[config.mk]
export PLATFORM = sky130hd
export DESIGN_NAME = aes_stream_sequencer_flat
export DESIGN_NICKNAME = d
export VERILOG_FILES = /design/src/rtl/aes_stream_sequencer_if.sv /design/src/rtl/aes_stream_sequencer.sv /design/src/flat_wrapper.sv
export SDC_FILE = /design/constraint.sdc
export NUM_CORES = 1
export LEC_CHECK = 0
export ABC_CLOCK_PERIOD_IN_PS = 2300
export CAP_MARGIN = 20
export CORE_ASPECT_RATIO = 1.25
export CORE_MARGIN = 4
export CORE_UTILIZATION = 31
export DETAILED_ROUTE_END_ITERATION = 16
export MAX_ROUTING_LAYER = met4
export PLACE_DENSITY = 0.59
export SKIP_LAST_GASP = 1
export SYNTH_ARGS = -nofsm -noshare
export SYNTH_HDL_FRONTEND = slang
export SYNTH_SLANG_ARGS = --single-unit
[constraint.sdc]
create_clock -name clk -period 2.3 [get_ports clk]
set_clock_uncertainty 0.05 [all_clocks]
set_input_delay 0.345 -clock clk [delete_from_list [all_inputs] [get_ports clk]]
set_output_delay 0.345 -clock clk [all_outputs]
set_load 0.05 [all_outputs]
[src/rtl/aes_stream_sequencer_if.sv]
// Stream and AES-core signals for aes_stream_sequencer, bundled for the sequencer (master) and its environment (slave).
// Valid/ready on both stream sides: a word moves on a rising edge only when valid and ready are both high;
// a source holds data, sop and eop stable while valid is high and ready is low.
interface aes_stream_sequencer_if #(
  parameter int DATA_W = 32,
  parameter int AES_W  = 128
);
  logic [DATA_W-1:0] snk_data;
  logic              snk_valid;
  logic              snk_ready;
  logic              snk_sop;
  logic              snk_eop;
  logic [DATA_W-1:0] src_data;
  logic              src_valid;
  logic              src_ready;
  logic              src_sop;
  logic              src_eop;
  logic [AES_W-1:0]  aes_din;
  logic              aes_start;
  logic [AES_W-1:0]  aes_dout;
  logic              aes_done;

  modport master (
    input  snk_data, snk_valid, snk_sop, snk_eop,
    output snk_ready,
    output src_data, src_valid, src_sop, src_eop,
    input  src_ready,
    output aes_din, aes_start,
    input  aes_dout, aes_done
  );

  modport slave (
    output snk_data, snk_valid, snk_sop, snk_eop,
    input  snk_ready,
    input  src_data, src_valid, src_sop, src_eop,
    output src_ready,
    input  aes_din, aes_start,
    output aes_dout, aes_done
  );
endinterface

[src/rtl/aes_stream_sequencer.sv]
// Passes the IP header through, packs payload into AES blocks, runs the core and re-serialises results.
// Optional AES_SEQ_TIMEOUT_EN adds an aes_done watchdog with a sticky err_timeout flag.
module aes_stream_sequencer #(
  parameter int DATA_W    = 32,
  parameter int AES_W     = 128,
  parameter int HDR_WORDS = 5,
  parameter int CNT_W     = 8
`ifdef AES_SEQ_TIMEOUT_EN
  , parameter int TIMEOUT_CYC = 255
`endif
) (
  input  logic                  clk,
  input  logic                  rst_n,
  input  logic                  enable,
  aes_stream_sequencer_if.master bus,
  output logic [CNT_W-1:0]      pkt_count,
  output logic [CNT_W-1:0]      word_idx,
  output logic                  err_timeout,
  output logic [2:0]            dbg_state
);
  localparam int WPB = AES_W / DATA_W;
  localparam int CW  = $clog2(WPB);
  localparam logic [CW-1:0]    LAST     = CW'(WPB - 1);
  localparam logic [CNT_W-1:0] HDR_LAST = CNT_W'(HDR_WORDS - 1);

  typedef enum logic [2:0] {IDLE, HDR, COLLECT, START, WAIT, EMIT, TOUT} state_t;

  state_t            state, state_n;
  logic [CW-1:0]     cnt;
  logic              last;
  logic [AES_W-1:0]  res;
  logic [AES_W-1:0]  din_next;
  logic [DATA_W-1:0] emit_word;
  logic [CNT_W-1:0]  idx_inc;
  logic              snk_fire, src_fire;
  logic              drop, discard, wait_hit;

  assign dbg_state = state;
  assign idx_inc   = (word_idx == '1) ? word_idx : word_idx + 1'b1;
  assign discard   = drop && !bus.snk_sop;
  assign src_fire  = bus.src_ready && (state == EMIT || state == TOUT);

  always_comb begin
    snk_fire = 1'b0;
    if (state == HDR)          snk_fire = bus.snk_valid && (discard || bus.src_ready);
    else if (state == COLLECT) snk_fire = bus.snk_valid;
  end

  // The first word of a block clears the rest, so a short block is zero-padded.
  always_comb begin
    din_next = (cnt == '0) ? '0 : bus.aes_din;
    for (int i = 0; i < WPB; i++)
      if (cnt == CW'(i)) din_next[(WPB-1-i)*DATA_W +: DATA_W] = bus.snk_data;
  end

  always_comb begin
    emit_word = '0;
    for (int i = 0; i < WPB; i++)
      if (cnt == CW'(i)) emit_word = res[(WPB-1-i)*DATA_W +: DATA_W];
  end

  always_ff @(posedge clk or negedge rst_n) begin
    if (!rst_n) state <= IDLE;
    else        state <= state_n;
  end

  always_comb begin
    state_n       = state;
    bus.snk_ready = 1'b0;
    bus.src_valid = 1'b0;
    bus.src_data  = '0;
    bus.src_sop   = 1'b0;
    bus.src_eop   = 1'b0;
    bus.aes_start = 1'b0;
    case (state)
      IDLE: if (enable) state_n = HDR;
      HDR: begin
        if (discard) begin
          bus.snk_ready = 1'b1;
        end else begin
          bus.snk_ready = bus.src_ready;
          bus.src_valid = bus.snk_valid;
          bus.src_data  = bus.snk_data;
          bus.src_sop   = bus.snk_sop && (word_idx == '0);
          bus.src_eop   = bus.snk_eop;
          if (snk_fire) begin
            if (bus.snk_eop)               state_n = IDLE;
            else if (word_idx == HDR_LAST) state_n = COLLECT;
          end
        end
      end
      COLLECT: begin
        bus.snk_ready = 1'b1;
        if (snk_fire && (bus.snk_eop || cnt == LAST)) state_n = START;
      end
      START: begin
        bus.aes_start = 1'b1;
        state_n       = WAIT;
      end
      WAIT: begin
        if (bus.aes_done)  state_n = EMIT;
        else if (wait_hit) state_n = TOUT;
      end
      EMIT: begin
        bus.src_valid = 1'b1;
        bus.src_data  = emit_word;
        bus.src_eop   = last && (cnt == LAST);
        if (src_fire && cnt == LAST) begin
          if (!last)       state_n = COLLECT;
          else if (enable) state_n = HDR;
          else             state_n = IDLE;
        end
      end
      TOUT: begin
        bus.src_valid = 1'b1;
        bus.src_eop   = 1'b1;
        if (src_fire) state_n = IDLE;
      end
      default: state_n = IDLE;
    endcase
  end

  always_ff @(posedge clk or negedge rst_n) begin
    if (!rst_n) begin
      cnt         <= '0;
      last        <= 1'b0;
      res         <= '0;
      bus.aes_din <= '0;
      pkt_count   <= '0;
      word_idx    <= '0;
    end else begin
      case (state)
        HDR: if (snk_fire && !discard) begin
          cnt <= '0;
          if (bus.snk_eop) begin
            pkt_count <= pkt_count + 1'b1;
            word_idx  <= '0;
          end else begin
            word_idx <= idx_inc;
          end
        end
        COLLECT: if (snk_fire) begin
          bus.aes_din <= din_next;
          word_idx    <= idx_inc;
          cnt         <= cnt + 1'b1;
          last        <= bus.snk_eop;
        end
        WAIT: if (bus.aes_done) begin
          res <= bus.aes_dout;
          cnt <= '0;
        end
        EMIT: if (src_fire) begin
          cnt <= cnt + 1'b1;
          if (cnt == LAST && last) begin
            pkt_count <= pkt_count + 1'b1;
            word_idx  <= '0;
          end
        end
        TOUT: if (src_fire) word_idx <= '0;
        default: ;
      endcase
    end
  end

`ifdef AES_SEQ_TIMEOUT_EN
  localparam int TW = $clog2(TIMEOUT_CYC + 1);
  logic [TW-1:0] wait_cnt;

  assign wait_hit = (wait_cnt == TW'(TIMEOUT_CYC - 1)) && !bus.aes_done;

  // After a timeout the rest of the stalled packet is swallowed up to the next sop.
  always_ff @(posedge clk or negedge rst_n) begin
    if (!rst_n) begin
      wait_cnt    <= '0;
      err_timeout <= 1'b0;
      drop        <= 1'b0;
    end else begin
      wait_cnt <= (state == WAIT) ? wait_cnt + 1'b1 : '0;
      if (state == WAIT && wait_hit) err_timeout <= 1'b1;
      if (state == TOUT && src_fire) drop <= 1'b1;
      else if (state == HDR && snk_fire && bus.snk_sop) drop <= 1'b0;
    end
  end
`else
  assign wait_hit    = 1'b0;
  assign drop        = 1'b0;
  assign err_timeout = 1'b0;
`endif
endmodule

[src/flat_wrapper.sv]
// flat-port wrapper written by rule: the top's interface ports become plain ports
module aes_stream_sequencer_flat 
#(
  parameter int DATA_W    = 32,
  parameter int AES_W     = 128,
  parameter int HDR_WORDS = 5,
  parameter int CNT_W     = 8

)
  (clk, rst_n, enable, pkt_count, word_idx, err_timeout, dbg_state, bus_snk_data, bus_snk_valid, bus_snk_sop, bus_snk_eop, bus_snk_ready, bus_src_data, bus_src_valid, bus_src_sop, bus_src_eop, bus_src_ready, bus_aes_din, bus_aes_start, bus_aes_dout, bus_aes_done);
  aes_stream_sequencer_if #(.DATA_W(DATA_W), .AES_W(AES_W)) bus_i ();
  input  logic clk;
  input  logic rst_n;
  input  logic enable;
  output logic [CNT_W-1:0] pkt_count;
  output logic [CNT_W-1:0] word_idx;
  output logic err_timeout;
  output logic [2:0] dbg_state;
  input wire logic [$bits(bus_i.snk_data)-1:0] bus_snk_data;
  input wire logic [$bits(bus_i.snk_valid)-1:0] bus_snk_valid;
  input wire logic [$bits(bus_i.snk_sop)-1:0] bus_snk_sop;
  input wire logic [$bits(bus_i.snk_eop)-1:0] bus_snk_eop;
  output wire logic [$bits(bus_i.snk_ready)-1:0] bus_snk_ready;
  output wire logic [$bits(bus_i.src_data)-1:0] bus_src_data;
  output wire logic [$bits(bus_i.src_valid)-1:0] bus_src_valid;
  output wire logic [$bits(bus_i.src_sop)-1:0] bus_src_sop;
  output wire logic [$bits(bus_i.src_eop)-1:0] bus_src_eop;
  input wire logic [$bits(bus_i.src_ready)-1:0] bus_src_ready;
  output wire logic [$bits(bus_i.aes_din)-1:0] bus_aes_din;
  output wire logic [$bits(bus_i.aes_start)-1:0] bus_aes_start;
  input wire logic [$bits(bus_i.aes_dout)-1:0] bus_aes_dout;
  input wire logic [$bits(bus_i.aes_done)-1:0] bus_aes_done;
  assign bus_i.snk_data = bus_snk_data;
  assign bus_i.snk_valid = bus_snk_valid;
  assign bus_i.snk_sop = bus_snk_sop;
  assign bus_i.snk_eop = bus_snk_eop;
  assign bus_snk_ready = bus_i.snk_ready;
  assign bus_src_data = bus_i.src_data;
  assign bus_src_valid = bus_i.src_valid;
  assign bus_src_sop = bus_i.src_sop;
  assign bus_src_eop = bus_i.src_eop;
  assign bus_i.src_ready = bus_src_ready;
  assign bus_aes_din = bus_i.aes_din;
  assign bus_aes_start = bus_i.aes_start;
  assign bus_i.aes_dout = bus_aes_dout;
  assign bus_i.aes_done = bus_aes_done;
  aes_stream_sequencer #(.DATA_W(DATA_W), .AES_W(AES_W), .HDR_WORDS(HDR_WORDS), .CNT_W(CNT_W)) u_core (.clk(clk), .rst_n(rst_n), .enable(enable), .bus(bus_i), .pkt_count(pkt_count), .word_idx(word_idx), .err_timeout(err_timeout), .dbg_state(dbg_state));
endmodule
==> flow_summary.yaml <==
run_status:
  outcome: "finished, violations left"
  violations: "setup timing"
final_layout:
  area.sequential_um2: 6970
  postLayoutCoreUtil: 0.499
  areaGrowthSynthToFinish_pct: 58.6
  final_stage_net_count: 1658
  finalNonFillerCells: 2006
  drive_above_1_share: 0.292
  multiInputGateArea_um2: 5670
  final.fill_count: 3398
die:
  die_h_um: 231
  core_area_um2: 39200
  die_w_um: 187
  die-area_um2: 43100
  initial_core_util: 0.315
  design.portCount: 353
  row_count: 81
synthesis:
  synth.avg_cell_area_um2: 11.5
  number_of_flops_mapped_to_enable_cells_by_yosys: 0
  async_flop_share: 1.00
  yosysTopAreaCell: "sky130_fd_sc_hd__dfrtp_1"
  synthesis.area_um2: 12400
  syn_inst: 1073
  yosysUniqueCellTypes: 60
  net_count_of_the_mapped_netlist: 1248
  synth.most_common_cell: "sky130_fd_sc_hd__dfrtp_1"
  synth_seq_cells: 278
  synth.cells.most_frequent: "sky130_fd_sc_hd__dfrtp_1, sky130_fd_sc_hd__nand2_1, sky130_fd_sc_hd__mux2_2, sky130_fd_sc_hd__o21ai_0, sky130_fd_sc_hd__a22o_1"
  warnings_from_yosys: 0
  area_share_of_the_leading_cell_type_in_the_synthesized_netlist: 0.563
  ys_top_cells_by_area: "sky130_fd_sc_hd__dfrtp_1, sky130_fd_sc_hd__mux2_2, sky130_fd_sc_hd__a22o_1"
  ys_dominant_reg_cell: "sky130_fd_sc_hd__dfrtp_1"
  sequential_element_share_of_the_synthesized_area: 0.563
global_route:
  grt-ovfl-total: 0
  grt_start_max_net_pins: 67
  groute.layer.met2.usage: 0.319
  gr-usage-met3: 0.0267
  groute.layer.met1.usage: 0.264
  grt_pass1_wl_um: 66000
  gr-usage-all-layers: 0.201
  grt-busiest-layer: "met2"
  grt_antenna_before_repair: 5
  number_of_global_route_vias_before_repair: 10400
place:
  post-place-ws_ns: 0.0166
  gp_congestion: 0.891
  place_hpwl_um: 32100
  buffer_ports.inserted: 351
  numPlacedInstances: 1903
setup_path:
  critical_path.most_common_cell: "sky130_fd_sc_hd__buf_12"
  cell_by_cell_listing_of_the_critical_path: "ha_4, buf_6, buf_12, nor2b_4, a221oi_2, a211o_1, a31oi_4, buf_12"
  critPathKind: "flop to output pin"
  worst_ep_required_time_ns: 1.90
  r2r_cells: 7
  timing.critical_path.slowest_stage_cell: "sky130_fd_sc_hd__dfrtp_2"
  worst_setup_path_end_kind: "output pin"
  endpoint_of_the_worst_slack_reg_to_reg_timing_path: "u_core.bus.aes_din[62]$_DFFE_PN0P_"
  critPathLaunchType: "flop"
  worst-path-buf-inv: 3
  regToRegStartpoint: "u_core.cnt[1]$_DFFE_PN0P_"
  max_stage_delay_ns: 0.44
  cp_top_family: "compound AO/OA/AOI/OAI gates"
  worstPathArrival_ns: 2.37
  r2r_setup_slack_ns: 0.11
  crit_fanout: 6
sta:
  drv_slew: 0
  hold_ws_ns: 0.289
  tightest_slew_ns: 0.924
  achievable-frequency_mhz: 361
  grt_setup_unrepaired: "yes"
  post-route-worst-setup-slack_ns: -0.467
  finalSetupViolations: 34
  finalHoldViolCount: 0
  layout_min_cycle_time_ns: 2.77
  timing.max_slew.rel_slack: 0.384
  layout_worst_path_cycle_share: 1.20
drt:
  dr_total_vias: 10300
  post_drt_antenna_nets: 0
  remaining_drc_errors: 0
  detailedRoute.firstPassIterationCount: 5
  route.detailed.wl_per_inst_um: 22.4
  post_detailed_route_via_to_cell_ratio: 5.12
  initialDrtViolationCount: 615
  route.final.wire_length_um: 44900
power:
  post-layout-total-power_mw: 28.9
  vdd.ir_drop.worst_v: 0.000672
  power.leakage_nw: 8.18
  power_per_cell_area_nw_per_um2: 1470
cts:
  h-tree-depth: 1
  clkLatencyLatePin_ns: 0.56
  clock_tree_from_tritoncts: "done"
  cts_root_buf: "sky130_fd_sc_hd__clkbuf_16"
  clock_tree.buffer_depth: 3
  clock_sink_count: 278
  tritoncts.num_buffers: 29
  cts.clk_slew.worst_paths_ns: 0.07
job:
  max_cap_viol_count: 0
min_path:
  holdCritPathClass: "primary input to async pin"
[cell families after synthesis]
logic type / count (synthesis) / synth area share
compound gates: 302 / 0.172
simple gates: 215 / 0.0819
flops: 278 / 0.563
other cells: 1 / 0.000304
xor+xnor: 8 / 0.00567
buf+inv: 128 / 0.0482
mux: 134 / 0.122
fa+ha+maj: 7 / 0.00709
[where the power goes]
part / total, mW / switching, mW / leakage (nW) / internal [mW]
clock network: 4.70 / 1.99 / 0.457 / 2.71
registers: 7.99 / 1.21 / 3.55 / 6.78
logic: 16.2 / 9.03 / 4.18 / 7.18
total: 28.9 / 12.2 / 8.18 / 16.7
[worst max path at each step]
stage                         startpoint                to  slack (ns)  depth (start not counted)
6_report       u_core.cnt[0]$_DFFE_PN0P_  bus_src_data[30]       -0.47                          8
5_1_grt        u_core.cnt[1]$_DFFE_PN0P_  bus_src_data[11]       -0.56                          9
4_1_cts        u_core.cnt[0]$_DFFE_PN0P_  bus_src_data[14]       -0.48                          7
3_5_place_dp   u_core.cnt[0]$_DFFE_PN0P_  bus_src_data[31]        0.02                          7
3_3_place_gp   u_core.cnt[1]$_DFFE_PN0P_  bus_src_data[30]        0.03                          8
2_1_floorplan  u_core.cnt[0]$_DFFE_PN0P_  bus_src_data[11]       -0.18                          7
[sequential cells by signal, summed over array words and instances, names as in the netlist]
name and count:
u_core.last 1, u_core.res 128, u_core.dbg_state 3, u_core.cnt 2
u_core.word_idx 8, u_core.pkt_count 8, u_core.bus.aes_din 128
[final cells by class]
type                    count  share of cell area
multi-input cells         668               0.289
clock inverters             6             0.00307
inverters                  41             0.00786
well taps                 498              0.0318
diodes                      5            0.000639
repair buffers            465               0.267
clock buffers              45              0.0447
flip-flops and latches    278               0.356
[worst reg2reg max path: cells and delay by family (launching register included)]
family	cells	cell delay, ns
fa+ha+maj	1	0.19
buf+inv	4	0.52
compound gates	2	1.00
flops	1	0.36
[metrics by stage]
step	instance area (um^2)	TNS, ns
2_1_floorplan	12700	-3.84
3_3_place_gp	17500	0
3_5_place_dp	17500	0
4_1_cts	19100	-14.84
5_1_grt	19600	-16.48
6_report	19600	-13.50
[routing by layer]
layer	wire, um	part of all wire
met4	1820	0.040
met1	19500	0.44
met5	0	0
met2	21500	0.48
met3	2050	0.046
[what timing repair did]
| item | 4_1_cts | 5_1_grt |
|---|---|---|
| resized for setup | 55 | 62 |
| buffers inserted | 30 | 12 |
| gates cloned | 4 | 6 |
| endpoints found under the hold margin | 56 | 0 |
| setup endpoints to repair | 40 | 39 |
| hold buffers | 1 | 0 |
| pin swaps | 27 | 46 |
[cell usage in the layout, fill, tap and decap left out, drive strengths merged, types with 4 or more instances in the layout]
cell / count
a31oi: 35
inv: 41
dfrtp: 278
a221oi: 32
xnor2: 5
buf: 147
a22o: 65
o21ai: 107
a211o: 32
clkdlybuf4s50: 304
a21oi: 8
diode: 5
mux2: 131
clkbuf: 50
nor2: 5
and3: 4
ha: 7
nand3: 7
dlygate4sd2: 5
nor2b: 34
nand2: 141
(Power assumes the default switching activity.)
